### config.mk
export PLATFORM = sky130hd
export DESIGN_NAME = top
export DESIGN_NICKNAME = d
export VERILOG_FILES = /design/src/rtl/memlcd_pkg.sv /design/src/rtl/memlcd_if.sv /design/src/rtl/memlcd_tx.sv /design/src/rtl/top.sv
export SDC_FILE = /design/constraint.sdc
export NUM_CORES = 1
export LEC_CHECK = 0
export CORE_MARGIN = 5
export CORE_UTILIZATION = 35
export CTS_CLUSTER_SIZE = 30
export DETAILED_ROUTE_END_ITERATION = 10
export GPL_ROUTABILITY_DRIVEN = 0
export PLACE_DENSITY = 0.59
export REMOVE_ABC_BUFFERS = 1
export SETUP_SLACK_MARGIN = 0.4
export SLEW_MARGIN = 40
export SYNTH_ARGS = -nofsm -noshare
export SYNTH_HDL_FRONTEND = slang
export SYNTH_SLANG_ARGS = --single-unit
### constraint.sdc
create_clock -name refclk -period 3.8 [get_ports refclk]
set_input_delay 0.76 -clock refclk [delete_from_list [all_inputs] [get_ports refclk]]
set_output_delay 0.76 -clock refclk [all_outputs]
set_load 0.02 [all_outputs]
### src/rtl/memlcd_pkg.sv
// Shared constants, FSM encoding and the per-bit frame content function
// for the memory-LCD frame writer.
package memlcd_pkg;

  typedef enum logic [2:0] {
    IDLE,
    SETUP,
    SHIFT,
    HOLD,
    DONE
  } state_t;

  localparam int unsigned MODE_LEN     = 6;
  // M0 sits in bit 0: update mode, VCOM 0
  localparam logic [MODE_LEN-1:0] MODE_BITS = 6'b000001;
  localparam int unsigned ADDR_LEN     = 10;
  localparam int unsigned HDR_LEN      = MODE_LEN + ADDR_LEN;
  localparam int unsigned TRAILER_LEN  = 16;
  localparam int unsigned GUARD_CYCLES = 4;

  // Value of bit idx within the given line: mode, LSB-first address (line+1),
  // checkerboard pixels, then zero trailer.
  function automatic logic frame_bit(input int unsigned line,
                                     input int unsigned idx,
                                     input int unsigned pixels);
    logic [ADDR_LEN-1:0] addr;
    logic [2:0]          mi;
    logic [3:0]          ai;
    int unsigned         p;
    addr = ADDR_LEN'(line + 1);
    mi   = idx[2:0];
    ai   = 4'(idx - MODE_LEN);
    p    = idx - HDR_LEN;
    if (idx < MODE_LEN)
      return MODE_BITS[mi];
    else if (idx < HDR_LEN)
      return addr[ai];
    else if (idx < HDR_LEN + pixels)
      return line[0] ^ p[0];
    else
      return 1'b0;
  endfunction

endpackage

### src/rtl/memlcd_if.sv
// Control and serial-bus bundle between the frame controller and the serializer.
interface memlcd_if;
    logic arm;
    logic start;
    logic rise;
    logic done;
    logic sclk;
    logic si;

    modport master (output arm, output start, input rise, input done, input sclk, input si);
    modport slave  (input arm, input start, output rise, output done, output sclk, output si);
endinterface

### src/rtl/memlcd_tx.sv
// Serializer: walks bit/line counters, generates sclk at refclk/2 and
// drives si so it only changes while sclk is low.
module memlcd_tx
    import memlcd_pkg::*;
#(
    parameter int unsigned LINES  = 8,
    parameter int unsigned PIXELS = 336
) (
    input  logic     refclk,
    input  logic     rst,
    memlcd_if.slave  bus
);

    localparam int unsigned LINE_BITS = HDR_LEN + PIXELS + TRAILER_LEN;
    localparam int unsigned BIT_W     = $clog2(LINE_BITS);
    localparam logic [BIT_W-1:0]    LAST_BIT  = BIT_W'(LINE_BITS - 1);
    localparam logic [ADDR_LEN-1:0] LAST_LINE = ADDR_LEN'(LINES - 1);

    logic                r_active;
    logic                r_sclk;
    logic                r_si;
    logic [BIT_W-1:0]    r_bit;
    logic [ADDR_LEN-1:0] r_line;

    logic                w_line_end;
    logic                w_last;
    logic [BIT_W-1:0]    w_next_bit;
    logic [ADDR_LEN-1:0] w_next_line;

    assign w_line_end  = (r_bit == LAST_BIT);
    assign w_last      = w_line_end && (r_line == LAST_LINE);
    assign w_next_bit  = w_line_end ? '0 : r_bit + 1'b1;
    assign w_next_line = w_line_end ? r_line + 1'b1 : r_line;

    assign bus.sclk = r_sclk;
    assign bus.si   = r_si;
    // The start edge is itself the first rising edge, so it counts as a rise
    assign bus.rise = r_active ? ~r_sclk : bus.start;
    assign bus.done = r_active & r_sclk & w_last;

    always_ff @(posedge refclk) begin
        if (!rst) begin
            r_active <= 1'b0;
            r_sclk   <= 1'b0;
            r_si     <= 1'b0;
            r_bit    <= '0;
            r_line   <= '0;
        end else if (!r_active) begin
            r_bit  <= '0;
            r_line <= '0;
            r_si   <= bus.arm ? frame_bit(0, 0, PIXELS) : 1'b0;
            r_sclk <= 1'b0;
            if (bus.start) begin
                r_active <= 1'b1;
                r_sclk   <= 1'b1;
            end
        end else if (!r_sclk) begin
            r_sclk <= 1'b1;
        end else begin
            r_sclk <= 1'b0;
            if (w_last) begin
                r_active <= 1'b0;
                r_si     <= 1'b0;
                r_bit    <= '0;
                r_line   <= '0;
            end else begin
                r_bit  <= w_next_bit;
                r_line <= w_next_line;
                r_si   <= frame_bit(32'(w_next_line), 32'(w_next_bit), PIXELS);
            end
        end
    end

endmodule

### src/rtl/top.sv
// Memory-LCD single-frame writer: frame FSM with chip-select guard timing,
// sclk rising-edge counter and completion status.
module top
    import memlcd_pkg::*;
#(
    parameter int unsigned LINES  = 8,
    parameter int unsigned PIXELS = 336
) (
    input  logic        refclk,
    input  logic        rst,
    output logic        lcd_sclk,
    output logic        lcd_si,
    output logic        lcd_scs,
    output logic        sim_success,
    output logic        sim_done,
    output logic [31:0] sim_report
);

    localparam logic [31:0] EXPECTED   = 32'(LINES * (32 + PIXELS));
    localparam logic [2:0]  GUARD_LAST = 3'(GUARD_CYCLES - 1);

    state_t      r_state;
    logic [2:0]  r_cnt;
    logic [31:0] r_count;
    logic        r_scs;
    logic        r_done;
    logic        r_success;

    memlcd_if u_bus ();

    // Start fires on the SETUP->SHIFT edge so the first rise lands there
    assign u_bus.arm   = (r_state == SETUP);
    assign u_bus.start = (r_state == SETUP) && (r_cnt == GUARD_LAST);

    memlcd_tx #(
        .LINES  (LINES),
        .PIXELS (PIXELS)
    ) u_tx (
        .refclk (refclk),
        .rst    (rst),
        .bus    (u_bus.slave)
    );

    assign lcd_sclk    = u_bus.sclk;
    assign lcd_si      = u_bus.si;
    assign lcd_scs     = r_scs;
    assign sim_done    = r_done;
    assign sim_success = r_success;
    assign sim_report  = r_count;

    always_ff @(posedge refclk) begin
        if (!rst) begin
            r_state   <= IDLE;
            r_cnt     <= '0;
            r_count   <= '0;
            r_scs     <= 1'b0;
            r_done    <= 1'b0;
            r_success <= 1'b0;
        end else begin
            if (u_bus.rise)
                r_count <= r_count + 1'b1;
            case (r_state)
                IDLE: begin
                    r_state <= SETUP;
                    r_scs   <= 1'b1;
                    r_cnt   <= '0;
                end
                SETUP: begin
                    r_cnt <= r_cnt + 1'b1;
                    if (r_cnt == GUARD_LAST)
                        r_state <= SHIFT;
                end
                SHIFT: begin
                    if (u_bus.done) begin
                        r_state <= HOLD;
                        r_cnt   <= '0;
                    end
                end
                HOLD: begin
                    r_cnt <= r_cnt + 1'b1;
                    if (r_cnt == GUARD_LAST) begin
                        r_state   <= DONE;
                        r_scs     <= 1'b0;
                        r_done    <= 1'b1;
                        r_success <= (r_count == EXPECTED);
                    end
                end
                DONE: ;
                default: r_state <= IDLE;
            endcase
        end
    end

endmodule

==> run metrics, run 1 <==
area of the core 0.0109 mm²; largest net degree at the start of global routing between 40 and 50; fin area roughly 0.0046 mm²; area of the multi-input gates between 0.002 and 0.0025 mm²; final std cells w/o fill 648; GRT overflow 0; Worst-path clk slew roughly 0.080 ns; CTS tree done; gr usage total 0.150; Max-cap violations 0; synthesized netlist cell count 476; Starting DRT DRC Count between 200 and 300; initial antenna violation count 0; ANT cells 0; Initial Util 0.359; DRT Pass-1 Iters 4; status complete, no violations; Die Footprint 0.0134 mm²; register bit total from synthesis 63; critical path endpoint category flip-flop; Avg WL per Cell 14.8 µm; CP Launch Type flip-flop; Pins Over Slew Limit 0; critical path arrival 3.40 ns; crit-path max FO 13; root buffer cell clkbuf_8; worst-margin pin slew 0.690 ns; FFs w/ async S/R, synth 0; nets 513; DIE WIDTH roughly 120 µm; clock buffer depth 2; fillcell total 1102; num rows 38; Max H-tree Level 3; share of cells above drive strength 1 0.0728; period utilization 0.819; Final setup viols 0; DP Area ~0.0044 mm²; vias per inst 5.30; I/O Pins 39; vias in the first global route around 3.3k; Sinks on Clock Net 63; DRC viols 0; Max-slew headroom 0.534; Primary FF master, synth dfxtp_1; skew final 0.00817 ns; TNS Setup 0 ns; CTS buffer count 9; FF+latch area 0.00126 mm²; top cell type's share of synthesized area 0.323; Power Dens Cells between 300 and 400 mW/mm²; CP Class flip-flop to flip-flop; Fin. Hold Viols 0; yosys warns 0; VDD IR max 0.000171 V; HP Class flip-flop to flip-flop; Mean Syn Cell Area 8.21 µm²; Peak Freq between 300 and 400 MHz; Netlist Area Pre-Place approximately 0.0039 mm²; post-DP HPWL about 6.9 mm; first-pass GRT wire length 16.0 mm; sequential area share after synthesis 0.323; Pwr Total 1.40 mW; Layout area overhead 16.8%; Synth area leader dfxtp_1; Tmin final 3.11 ns; Antenna Violating Nets Remaining 0; RSZ-0062 raised after global routing no; CTS Hold Bufs 0; placed cells between 600 and 700; Port Buf Inserts 38; Post-Route WL 9.59 mm; Worst EP required about 4.1 ns; Die Y ~120 µm; # Post-CTS Setup Buffers 0; cts repair resizes 0; commonest non-fill, non-tap cell in the layout dfxtp_1; synth unique cells 62; top cells by area, synth dfxtp_1 32%, xnor2_1 6.9%, and2_1 4.8%; leakage 1.55 nW; clock latency on the worst-skew pair 0.36 ns; Post-synth EDFFs 0; most frequent cells in the layout 63 x dfxtp_1, 39 x nor2_1, 38 x clkdlybuf4s50_1; via count 3432
==> worst paths after layout <==
| path | start | endpoint | slack, ns | cells past startpoint |
|---|---|---|---|---|
| worst max-delay path | u_tx.r_bit[1] | u_tx.bus.si | 0.69 | 11 |
| worst min register to register | sim_done | sim_done | 0.46 | 2 |
| worst min-delay path | sim_done | sim_done | 0.46 | 2 |
| worst max register to register | u_tx.r_bit[1] | u_tx.bus.si | 0.69 | 11 |
==> metrics by stage <==
stage	setup WS (ns)	util	hold slack (ns)
5_1_grt	0.525	0.419	0.515
4_1_cts	0.536	0.419	0.468
6_report	0.687	0.419	0.464
2_1_floorplan	0.633	-	0.461
3_5_place_dp	0.578	0.400	0.453
3_3_place_gp	0.661	0.400	0.446
==> per-layer routing <==
layer,global-route usage,part of all wire,vias to the layer above
met5,0,0,-
met1,0.207,0.50,1621
met4,0.0758,0.024,0
li1,-,-,1739
met3,0.0209,0.030,18
met2,0.228,0.45,54
==> sequential cells by signal, indices dropped and copies added, names as in the netlist <==
signal / count
sim_report: 32
u_tx.r_line: 10
u_tx.r_bit: 9
r_cnt: 3
r_state: 3
lcd_scs: 1
sim_done: 1
sim_success: 1
u_tx.bus.sclk: 1
u_tx.bus.si: 1
u_tx.r_active: 1
==> critical path: stages (launching register included) <==
cell     delay [ns]
dfxtp_1        0.38
ha_1           0.32
nand3_1        0.20
or3_4          0.46
xnor2_1        0.17
ha_1           0.32
inv_1          0.11
o31ai_1        0.25
a31oi_1        0.14
or3_1          0.32
a31o_2         0.24
a41oi_2        0.14
==> kinds of logic after synthesis <==
group | share of synthesized area
AOI/OAI and AO/OA | 0.154
buffers and inverters | 0.0534
xor gates and xnor gates | 0.105
muxes | 0.0106
and+or+nand+nor | 0.329
DFF | 0.323
adders and majority gates | 0.0256
==> power breakdown <==
group | internal, mW | switching (mW)
sequential | 0.670 | 0.0156
combinational | 0.0392 | 0.0577
clock | 0.337 | 0.284
==> cell usage after synthesis (3+ instances only) <==
library cell	n
o21ai_0	19
nor3_1	15
nand3b_1	6
nor4_1	11
nand2b_1	8
ha_1	8
buf_4	3
and2_1	30
a21oi_1	21
clkbuf_1	13
o211ai_1	4
nand2_1	34
o31ai_1	5
nor2b_1	10
nand4_1	16
buf_6	4
a21boi_0	5
dfxtp_1	63
xor2_1	16
inv_1	16
or3_1	9
xnor2_1	31
nand3_1	22
and3_1	10
buf_2	5
nor2_1	39
a22oi_1	4
mux2i_1	3
a31oi_1	6
==> layout make-up <==
class	instances	share of cell area
clock inverters	5	0.0123
repair buffers	43	0.0915
multi-input cells	370	0.535
flip-flops and latches	63	0.276
clock buffers	11	0.0332
well taps	140	0.0384
inverters	16	0.0132
Note: power is estimated with default switching activity, not from simulation.
==> run 2, diff against run 1 <==
- PLACE_DENSITY: 0.59 -> 0.61
- clock period: 3.8 -> 2.8 ns (I/O delays scaled with it)
==> run metrics, run 2 (synthesis results as in run 1) <==
DRC viols 0 (unchanged); vias in the first global route 3497 (+7.3%); startpoint of the worst hold path sim_done; period utilization 0.931 (+0.111); skew final 0.00768 ns (-0.000486 ns); nets 533 (+3.9%); status complete, no violations; Peak Freq 384 MHz (+19%); HP Class flip-flop to flip-flop; via count 3580 (+4.3%); Initial Util 0.359 (unchanged); critical path arrival 2.87 ns (-0.53 ns); Max-cap violations 0 (unchanged); placed cells 646 (+2.2%); hold endpoint sim_done; Antenna Violating Nets Remaining 0 (unchanged); Power Dens Cells 380 mW/mm² (+24%); final std cells w/o fill 668 (+3.1%); largest net degree at the start of global routing 44 (-2.2%); critical path endpoint category flip-flop; clock latency on the worst-skew pair 0.34 ns (-0.02 ns); worst hold path depth 2 (unchanged); Max-slew headroom 0.576 (+0.0420); root buffer cell clkbuf_8; Post-Route WL 10.3 mm (+7.0%); first-pass GRT wire length 16.8 mm (+5.3%); r2r setup slk 0.19 ns (-0.49 ns); Fin. Hold Viols 0 (unchanged); ANT cells 0 (unchanged); combinational share of power 0.078 (+0.009); VDD IR max 0.000202 V (+18%); worst-margin pin slew 0.628 ns (-0.0623 ns); RSZ-0062 raised after global routing yes; Starting DRT DRC Count 297 (+15%); Reg power frac 0.501 (+0.013); post-DP HPWL 7.14 mm (+3.8%); Worst EP required 3.07 ns (-1.02 ns); Worst-path clk slew 0.08 ns (about the same); DP Area 0.00446 mm² (+2.4%); CP Class flip-flop to flip-flop; R2R Path Start u_tx.r_bit[0]; Pint 1.38 mW (+31%); R2R cell count 13 (+2); leakage 1.67 nW (+7.7%); gr usage total 0.155 (+0.00557); share of cells above drive strength 1 0.148 (+0.0749); Tmin final 2.61 ns (-0.507 ns); max FFs per register 32 (unchanged); Layout area overhead 23.8%; TNS Setup 0 ns (unchanged); Net Sw Power 0.465 mW (+30%); Clk pwr share 0.421 (-0.022); reg2reg end u_tx.bus.si; num rows 38 (unchanged); Avg WL per Cell 15.4 µm (+3.8%); CTS tree done; Max H-tree Level 3 (unchanged); initial antenna violation count 0 (unchanged); Die Footprint 0.0134 mm² (unchanged); DRT Pass-1 Iters 5 (+1); clock buffer depth 2 (unchanged); switching share of power 0.253 (-0.00164); GRT overflow 0 (unchanged); Pins Over Slew Limit 0 (unchanged); CTS Hold Bufs 0 (unchanged); crit-path max FO 4 (-9); vias per inst 5.36 (+1.2%); fin area 0.00484 mm² (+6.0%); area of the core 0.0109 mm² (unchanged); CP Launch Type flip-flop; DIE WIDTH 116 µm (unchanged); most frequent cells in the layout 59 x dfxtp_1, 38 x clkdlybuf4s50_1, 37 x nor2_1; commonest non-fill, non-tap cell in the layout dfxtp_1; Final setup viols 0 (unchanged); Die Y 116 µm (unchanged); CTS buffer count 9 (unchanged); Port Buf Inserts 38 (unchanged); I/O Pins 39 (unchanged); Sinks on Clock Net 63 (unchanged)
-- run 2: cell types whose count changed in the layout (fill, tap and decap cells not counted), sizes merged --
| cell | delta |
|---|---|
| clkbuf | -1 |
| clkinv | +1 |
| buf | +20 |
-- run 2: how the worst max path moves through the flow --
stage	startpoint	end	slack (ns)	cells after the start
after floorplan	u_tx.r_bit[0]	u_tx.bus.si	-0.37	11
after global placement	u_tx.r_bit[1]	u_tx.bus.si	0.19	12
after detailed placement	u_tx.r_bit[1]	u_tx.bus.si	0.1	12
after CTS	u_tx.r_bit[1]	u_tx.bus.si	0.21	12
after global routing	u_tx.r_bit[0]	u_tx.bus.si	0.11	13
final	u_tx.r_bit[0]	u_tx.bus.si	0.19	13
-- run 2: what timing repair did --
item,CTS,global route
setup endpoints to repair,1,14
hold endpoints to repair,0,0
setup buffers,5,1
pin swaps,9,13
gates resized for setup,11,23
-- run 2: power by group through the flow --
stage	clock network [mW]	registers (mW)	logic, mW
finish	0.774	0.923	0.144
global route	0.842	0.926	0.158
CTS	0.806	0.923	0.142
detailed placement	0	0.944	0.141
global placement	0	0.944	0.139
floorplan	0	0.957	0.0670
-- run 2: layer usage --
metal | routed length [µm] | vias to the layer above | track usage
met5 | 0 | - | 0
met4 | 291 | 0 | 0.0773
met3 | 325 | 21 | 0.0282
met2 | 4900 | 72 | 0.247
met1 | 4740 | 1698 | 0.202
li1 | - | 1789 | -
-- run 2: through the flow --
stage	power [mW]	hold WS [ns]	worst slack [ns]	util
3_5_place_dp	1.09	0.468	0.0990	0.410
3_3_place_gp	1.08	0.450	0.189	0.410
6_report	1.84	0.471	0.194	0.444
4_1_cts	1.87	0.477	0.213	0.434
2_1_floorplan	1.02	0.461	-0.367	-
5_1_grt	1.93	0.525	0.107	0.444
-- run 2: layout make-up --
type / count / area (µm²)
Inverter: 16 / 60.1
Sequential cell: 63 / 1270
Multi-Input combinational cell: 370 / 2570
Fill cell: 1053 / 6050
Clock inverter: 6 / 61.3
Clock buffer: 10 / 128
Timing Repair Buffer: 63 / 576
Tap cell: 140 / 175
-- run 2: critical path: stages, from the launching register on --
cell and delay, ns:
dfxtp_2 0.36, ha_4 0.14, nand3_2 0.08, or3_4 0.40, xnor2_4 0.15, ha_4 0.18, buf_6 0.11, o211ai_1 0.19
o31ai_2 0.10, a31oi_1 0.23, buf_4 0.15, nand3b_1 0.07, a31o_2 0.21, a41oi_2 0.15
==> run 3, diff against run 2 <==
- PLACE_DENSITY: 0.61 -> default
==> run metrics, run 3 (synthesis results as in run 1) <==
status complete, no violations; Port Buf Inserts 38 (unchanged); pre-CTS WS 0.0374 ns (-0.0616 ns); num rows 38 (unchanged); CP Launch Type flip-flop; critical path endpoint category flip-flop; clock buffer depth 2 (unchanged); Antenna Violating Nets Remaining 0 (unchanged); clock latency on the worst-skew pair 0.36 ns (+0.02 ns); Worst EP required 3.08 ns (about the same); DIE WIDTH 116 µm (unchanged); Starting DRT DRC Count 231 (-22%); gr usage total 0.156 (+0.000411); Die Y 116 µm (unchanged); CP Class flip-flop to flip-flop; Worst-path clk slew 0.08 ns (about the same); commonest non-fill, non-tap cell in the layout dfxtp_1; Final setup viols 0 (unchanged); Max-slew headroom 0.559 (-0.0172); GRT overflow 0 (unchanged); max FFs per register 32 (unchanged); Pins Over Slew Limit 0 (unchanged); M1 GR Usage 0.208 (+0.00544); GRT busiest layer met2; crit-path max FO 4 (unchanged); GR Util met2 0.248 (+0.00116); root buffer cell clkbuf_8; final std cells w/o fill 674 (+0.90%); Max-cap violations 0 (unchanged); vias per inst 5.35 (-0.12%); worst-margin pin slew 0.653 ns (+0.0255 ns); Layout area overhead 26.9%; nets 539 (+1.1%); Peak Freq 394 MHz (+2.6%); CTS Hold Bufs 0 (unchanged); post-DP HPWL 7.37 mm (+3.2%); period utilization 0.907 (-0.0233); DRT Pass-1 Iters 4 (-1); CTS tree done; RSZ-0062 raised after global routing yes; fillcell total 1052 (-0.095%); leakage 1.74 nW (+4.0%); Die Footprint 0.0134 mm² (unchanged); first-pass GRT wire length 16.9 mm (+0.16%); Avg WL per Cell 15.2 µm (-1.2%); Initial Util 0.359 (unchanged); vias in the first global route 3413 (-2.4%); GRT met3 Usage 0.0303 (+0.00209); setup ws final 0.259 ns (+0.0652 ns); WHS 0.465 ns (-0.00581 ns); area of the core 0.0109 mm² (unchanged); CTS buffer count 9 (unchanged); Max H-tree Level 3 (unchanged); HP Class flip-flop to flip-flop; Sinks on Clock Net 63 (unchanged); DRC viols 0 (unchanged); Post-Route WL 10.2 mm (-0.35%); Tmin final 2.54 ns (-0.0652 ns); placed cells 650 (+0.62%); skew final 0.0141 ns (+0.00638 ns); I/O Pins 39 (unchanged); VDD IR max 0.000244 V (+21%); largest net degree at the start of global routing 23 (-48%); share of cells above drive strength 1 0.163 (+0.0152); Pwr Total 2.10 mW (+14%); most frequent cells in the layout 59 x dfxtp_1, 38 x nor2_1, 38 x clkdlybuf4s50_1; Power Dens Cells 423 mW/mm² (+11%); initial antenna violation count 0 (unchanged); via count 3608 (+0.78%); ANT cells 0 (unchanged); critical path arrival 2.82 ns (-0.05 ns); Fin. Hold Viols 0 (unchanged); TNS Setup 0 ns (unchanged)
## run 3: cell types whose count changed in the layout (fill, tap and decap cells not counted), sizes merged
| cell | change |
|---|---|
| buf | +6 |
| bufinv | +2 |
| clkbuf | -1 |
| clkinv | -3 |
| clkinvlp | -1 |
| inv | +3 |
## run 3: power breakdown
part	internal, mW	total, mW	switching [mW]	leakage [nW]
clock	0.606	1.03	0.421	0.126
combinational	0.0633	0.144	0.0804	1.10
sequential	0.908	0.929	0.0211	0.511
total	1.58	2.10	0.523	1.74
## run 3: timing repair
item                       CTS  global route
setup endpoints to repair    4            15
pin swaps                    9            15
setup buffers                5             3
resized for setup           14            24
## run 3: worst paths after layout
check                                    from           to  slack, ns  cells past startpoint
worst max-delay path            u_tx.r_bit[0]  u_tx.bus.si       0.26                     12
worst min-delay path                 sim_done     sim_done       0.46                      2
worst max register to register  u_tx.r_bit[0]  u_tx.bus.si       0.26                     12
worst min register to register       sim_done     sim_done       0.46                      2
## run 3: worst max-delay path, cell delays in order, from the launching register on
cell and delay, ns:
dfxtp_4 0.37, ha_4 0.14, nand3_2 0.08, or3_4 0.40, xnor2_4 0.17, ha_4 0.17, buf_6 0.10, o211ai_1 0.10
o31ai_2 0.10, a31oi_1 0.15, or3_1 0.34, a31o_2 0.25, a41oi_2 0.11
## run 3: final cells by class
| class | instances | area (µm²) | area share |
|---|---|---|---|
| multi-input combinational | 370 | 2590 | 0.522 |
| clock buffer | 9 | 124 | 0.0250 |
| tap | 140 | 175 | 0.0353 |
| timing repair buffer | 69 | 617 | 0.124 |
| inverter | 16 | 60.1 | 0.0121 |
| clock inverter | 7 | 128 | 0.0257 |
| sequential | 63 | 1270 | 0.256 |
## run 3: through the flow
step	cell area (µm²)	utilization
finish	4960	0.456
global route	4960	0.456
CTS	4840	0.444
detailed placement	4490	0.412
global placement	4490	0.412
floorplan	3760	-
## run 3: routing by layer
layer,part of all wire,vias to the layer above
met5,0,-
met4,0.024,0
met3,0.037,20
met2,0.47,80
met1,0.47,1704
li1,-,1804
